**config.mk**
```make
export PLATFORM = sky130hd
export DESIGN_NAME = catch_grid
export DESIGN_NICKNAME = d
export VERILOG_FILES = /design/src/rtl/catch_grid.sv
export SDC_FILE = /design/constraint.sdc
export NUM_CORES = 1
export LEC_CHECK = 0
export CORE_UTILIZATION = 50
export CTS_CLUSTER_DIAMETER = 100
export CTS_CLUSTER_SIZE = 30
export DETAILED_ROUTE_END_ITERATION = 16
export PLACE_DENSITY = 0.67
export SLEW_MARGIN = 20
export SYNTH_ARGS = -nofsm -noshare
export SYNTH_HDL_FRONTEND = slang
export SYNTH_SLANG_ARGS = --single-unit
```
**constraint.sdc**
```tcl
create_clock -name clk -period 3.76 [get_ports clk]
set_input_delay 0.752 -clock clk [delete_from_list [all_inputs] [get_ports clk]]
set_output_delay 0.752 -clock clk [all_outputs]
set_load 0.02 [all_outputs]
```
**src/rtl/catch_grid.sv**
```systemverilog
// catch_grid: player token on a 2^GRID_LOG2 square grid chasing an LFSR-placed target.
// Tracks catches, runs an IDLE/PLAY/WIN/LOSE game FSM with a per-catch move timeout.
// Optional build macro CATCH_GRID_WRAP_EN: coordinates wrap modulo the grid side at walls
// instead of saturating.
module catch_grid #(
  parameter int unsigned GRID_LOG2   = 2,
  parameter int unsigned CNT_W       = 4,
  parameter int unsigned WIN_CATCHES = 15,
  parameter int unsigned MOVE_LIMIT  = 16
) (
  input  logic                 clk,
  input  logic                 rst,
  input  logic [3:0]           yon,
  output logic [1:0]           durum,
  output logic [CNT_W-1:0]     yakalama_sayisi,
  output logic [GRID_LOG2-1:0] oyuncu_x,
  output logic [GRID_LOG2-1:0] oyuncu_y,
  output logic [GRID_LOG2-1:0] hedef_x,
  output logic [GRID_LOG2-1:0] hedef_y
);

  localparam logic [GRID_LOG2-1:0] CoordOne  = GRID_LOG2'(1);
  localparam logic [GRID_LOG2-1:0] CoordMax  = {GRID_LOG2{1'b1}};
  localparam logic [CNT_W-1:0]     WinCount  = CNT_W'(WIN_CATCHES);
  localparam logic [16:0]          TimeLimit = 17'(MOVE_LIMIT);
  localparam logic [7:0]           LfsrSeed  = 8'hA5;

  typedef enum logic [1:0] {
    StIdle = 2'b00,
    StPlay = 2'b01,
    StWin  = 2'b10,
    StLose = 2'b11
  } state_e;

  state_e               state_q, state_d;
  logic [CNT_W-1:0]     cnt_q, cnt_d;
  logic [GRID_LOG2-1:0] px_q, px_d, py_q, py_d;
  logic [GRID_LOG2-1:0] tx_q, tx_d, ty_q, ty_d;
  logic [7:0]           lfsr_q, lfsr_d;
  logic [15:0]          timer_q, timer_d;

  // FSM output decode
  logic move_en;
  logic play_en;

  // Datapath results
  logic [GRID_LOG2-1:0] nx, ny;
  logic [GRID_LOG2-1:0] rx, ry;
  logic [CNT_W-1:0]     cnt_inc;
  logic [16:0]          timer_inc;
  logic                 catch_hit;
  logic                 win_hit;
  logic                 timeout;
  logic                 lfsr_fb;

  // One axis step: opposing or absent requests cancel; walls saturate or wrap.
  function automatic logic [GRID_LOG2-1:0] step_axis(input logic [GRID_LOG2-1:0] c,
                                                     input logic inc,
                                                     input logic dec);
    logic [GRID_LOG2-1:0] r;
    r = c;
    if (inc && !dec) begin
`ifdef CATCH_GRID_WRAP_EN
      r = c + CoordOne;
`else
      if (c != CoordMax) r = c + CoordOne;
`endif
    end else if (dec && !inc) begin
`ifdef CATCH_GRID_WRAP_EN
      r = c - CoordOne;
`else
      if (c != '0) r = c - CoordOne;
`endif
    end
    return r;
  endfunction

  // State register
  always_ff @(posedge clk or negedge rst) begin
    if (!rst) begin
      state_q <= StIdle;
    end else begin
      state_q <= state_d;
    end
  end

  // Next-state logic: a catch beats the timeout, and reaching the win count beats both
  always_comb begin
    state_d = state_q;
    unique case (state_q)
      StIdle: begin
        if (yon != 4'b0000) begin
          state_d = (catch_hit && win_hit) ? StWin : StPlay;
        end
      end
      StPlay: begin
        if (catch_hit) begin
          if (win_hit) state_d = StWin;
        end else if (timeout) begin
          state_d = StLose;
        end
      end
      StWin:  state_d = StWin;
      StLose: state_d = StLose;
      default: state_d = StIdle;
    endcase
  end

  // FSM output decode: the first non-zero direction in IDLE also moves the player
  always_comb begin
    move_en = 1'b0;
    play_en = 1'b0;
    unique case (state_q)
      StIdle: move_en = (yon != 4'b0000);
      StPlay: begin
        move_en = 1'b1;
        play_en = 1'b1;
      end
      default: begin
        move_en = 1'b0;
        play_en = 1'b0;
      end
    endcase
  end

  // Move, catch detection, respawn candidate and counters
  always_comb begin
    nx        = step_axis(px_q, yon[0], yon[1]);
    ny        = step_axis(py_q, yon[2], yon[3]);
    catch_hit = move_en && (nx == tx_q) && (ny == ty_q);
    rx        = lfsr_q[GRID_LOG2-1:0];
    ry        = lfsr_q[2*GRID_LOG2-1:GRID_LOG2];
    // Never respawn on top of the player
    if ((rx == nx) && (ry == ny)) rx[0] = ~rx[0];
    cnt_inc   = (cnt_q == {CNT_W{1'b1}}) ? cnt_q : cnt_q + CNT_W'(1);
    win_hit   = (cnt_inc == WinCount);
    timer_inc = {1'b0, timer_q} + 17'd1;
    timeout   = play_en && (timer_inc == TimeLimit);
    lfsr_fb   = lfsr_q[7] ^ lfsr_q[5] ^ lfsr_q[4] ^ lfsr_q[3];
  end

  // Datapath next-state: everything holds unless moving or playing
  always_comb begin
    px_d    = px_q;
    py_d    = py_q;
    tx_d    = tx_q;
    ty_d    = ty_q;
    cnt_d   = cnt_q;
    timer_d = timer_q;
    lfsr_d  = lfsr_q;
    if (move_en) begin
      px_d = nx;
      py_d = ny;
    end
    if (catch_hit) begin
      cnt_d   = cnt_inc;
      tx_d    = rx;
      ty_d    = ry;
      timer_d = '0;
    end else if (play_en) begin
      timer_d = timer_inc[15:0];
    end
    if (play_en) begin
      lfsr_d = {lfsr_q[6:0], lfsr_fb};
    end
  end

  // Datapath registers
  always_ff @(posedge clk or negedge rst) begin
    if (!rst) begin
      px_q    <= '0;
      py_q    <= '0;
      tx_q    <= CoordMax;
      ty_q    <= CoordMax;
      cnt_q   <= '0;
      timer_q <= '0;
      lfsr_q  <= LfsrSeed;
    end else begin
      px_q    <= px_d;
      py_q    <= py_d;
      tx_q    <= tx_d;
      ty_q    <= ty_d;
      cnt_q   <= cnt_d;
      timer_q <= timer_d;
      lfsr_q  <= lfsr_d;
    end
  end

  // Outputs come straight from registers
  always_comb begin
    durum           = state_q;
    yakalama_sayisi = cnt_q;
    oyuncu_x        = px_q;
    oyuncu_y        = py_q;
    hedef_x         = tx_q;
    hedef_y         = ty_q;
  end

endmodule

```
==> flow_summary.yaml <==
run_status:
  status: "completed"
synth:
  yosysTopAreaCell: "dfrtp_1"
  yosysWarnings: 0
  synthArstFlopShare: 1.00
  syn_inst: 265
  synth.yosys.seq_area_share: 0.399
  synth_top_flop_cell: "dfrtp_1"
  synth_cell_types: 60
  synth.top_cell.area_share: 0.312
  syn_nets: 273
  synthesis.area_um2: 2410
  synth_edf_count: 0
  avgSynthCellArea_um2: 9.09
  synthTopCellsByArea: "dfrtp_1, dfstp_2, nand2_1"
  ys_seq_elements: 38
timing:
  finalSetupTns_ns: 0
  finalHoldViolCount: 0
  finClkSkew_ns: 0.00533
  worst_slew_pin_slew_ns: 0.847
  setup_viol: 0
  min_period_over_period: 0.754
  min_period_ns: 2.84
  final_max_slew_viol_count: 0
  max_freq_mhz: 353
  grt_setup_unrepaired: "false"
  relSlewSlack: 0.435
critical_path:
  crit_path_end_kind: "flop"
  critPathLaunchType: "primary input"
  path_delay_family: "simple AND/OR/NAND/NOR gates"
  critPathSlowestCell: "clkdlybuf4s50_1"
  critPathBufInv: 1
  cp.required_ns: 3.98
  worstSetupPathType: "primary input to flop"
  crit_chain: "clkdlybuf4s50_1, or4_1, o211ai_1, o22ai_2, nor2_4, mux2_2"
  crit_path_max_fanout: 14
  critPathMaxStageDelay_ns: 0.63
  critPathArrivalTime_ns: 3.06
cts:
  hold_buffers: 0
  cts-resized-gates: 0
  clock_sinks: 38
  cts_buffers: 5
  clk_pin_slew_worst_paths_ns: 0.07
  clockBufferDepth: 2
  htree_num_levels: 2
  insertion_delay_ns: 0.29
  cts_setup_buffers: 0
  cts_tree: "built"
  root_buffer: "clkbuf_8"
drt:
  drc: 0
  ant_nets: 0
  wire_per_inst_um: 14.9
  initialDrtViolationCount: 142
  first_pass_iters: 4
  vias_per_cell: 5.86
  vias: 1929
  wirelength_um: 4890
power:
  intPower_mw: 0.608
  p_comb_frac: 0.097
  swShare: 0.265
  clock_power_share: 0.358
  p_total_mw: 0.827
  power_switching_mw: 0.220
  pwr_density_cell_nw_per_um2: 309
  power_leakage_nw: 1.05
  p_seq_frac: 0.545
  peakVddDrop_uv: 231
place:
  dp_hpwl_um: 3360
  portBuffers: 19
  place.gp.congestion: 0.790
  place_area_um2: 2590
global_routing:
  grt_max_degree: 39
  grt_use_total: 0.210
  antenna_found_initial: 0
  gr-total-overflow: 0
  grt_pass1_wl_um: 8320
  grt_pass1_vias: 1758
final_layout:
  nets: 284
  antenna_cells: 0
  fill_cells: 399
  area_growth_pct: 11.1
  drive_above_1_share: 0.130
  layout_common_cells: "nor2_1, nand2_1, dfrtp_1"
  fin_area_um2: 2680
  multi_input_area_um2: 1330
  ff_latch_area_um2: 961
floorplanning:
  num_rows: 24
  die_area_um2: 5100
  die_y_um: 71.4
  core_um2: 4500
  start_util: 0.535
  ioPinCount: 20
  die_w_um: 71.4
worst_hold_path:
  hold_path.class: "flop to flop"
run:
  max_cap_viol_count: 0
## Yosys cell counts, types with 4 or more instances
cell	count
nand2_1	31
nor2_1	31
dfrtp_1	30
o21ai_0	14
xor2_1	12
nand4_1	11
xnor2_1	11
a21oi_1	10
nand3_1	10
clkbuf_1	8
dfstp_2	8
inv_1	7
mux2_2	5
nand2b_1	4
## cells by family after synthesis
| group | after synthesis | synth area share |
|---|---|---|
| simple gates | 118 | 0.254 |
| compound gates | 50 | 0.158 |
| flops | 38 | 0.399 |
| xor+xnor | 24 | 0.0903 |
| buf+inv | 24 | 0.0478 |
| mux | 9 | 0.0405 |
| fa+ha+maj | 2 | 0.0104 |
## layout make-up
| cell class | instances | area share |
|---|---|---|
| Sequential cell | 38 | 0.359 |
| Inverter | 7 | 0.00981 |
| Multi-Input combinational cell | 203 | 0.498 |
| Timing Repair Buffer | 21 | 0.0748 |
| Clock buffer | 7 | 0.0322 |
| Clock inverter | 1 | 0.00187 |
| Tap cell | 52 | 0.0243 |
## power by group through the flow
stage / sequential [mW] / clock (mW) / combinational (mW)
2_1_floorplan: 0.448 / 0 / 0.0618
3_3_place_gp: 0.457 / 0 / 0.0788
3_5_place_dp: 0.458 / 0 / 0.0805
4_1_cts: 0.450 / 0.303 / 0.0811
5_1_grt: 0.453 / 0.314 / 0.0907
6_report: 0.451 / 0.296 / 0.0803
## state kept, by name, summed over array words and instances (netlist names)
| register | count |
|---|---|
| timer_q | 16 |
| lfsr_q | 8 |
| yakalama_sayisi | 4 |
| durum | 2 |
| hedef_x | 2 |
| hedef_y | 2 |
| oyuncu_x | 2 |
| oyuncu_y | 2 |
## layer usage
layer / vias up / track usage / wire length [µm]
met5: - / 0 / 0
met2: 47 / 0.323 / 2220
met4: 0 / 0.0600 / 25
li1: 952 / - / -
met1: 928 / 0.299 / 2400
met3: 2 / 0.0464 / 249
## tightest hold or removal path, stage by stage (launching register included)
cell and delay (ns):
dfstp_2 0.38, nand2_1 0.05, nand2_1 0.05
## metrics by stage
stage               utilization  worst slack (ns)  instances  hold slack, ns
finish                    0.594             0.924        329           0.481
global route              0.594             0.800        329           0.508
CTS                       0.594             0.923        329           0.485
detailed placement        0.574             0.626        321           0.473
global placement          0.574             0.712        321           0.456
floorplan                     -              1.47        265           0.440
## path summary, 6_finish.rpt
kind                             start     endpoint  slack [ns]  cells past startpoint
setup / recovery                yon[0]   hedef_y[1]        0.92                      6
hold / removal               lfsr_q[5]    lfsr_q[5]        0.48                      2
setup reg to reg           oyuncu_x[0]   hedef_y[1]        1.45                      5
hold reg to reg              lfsr_q[5]    lfsr_q[5]        0.48                      2
max in group asynchronous          rst    lfsr_q[4]        2.67                      1
min in group asynchronous          rst  oyuncu_y[0]        0.56                      1
Note: power is estimated with default switching activity, not from simulation.
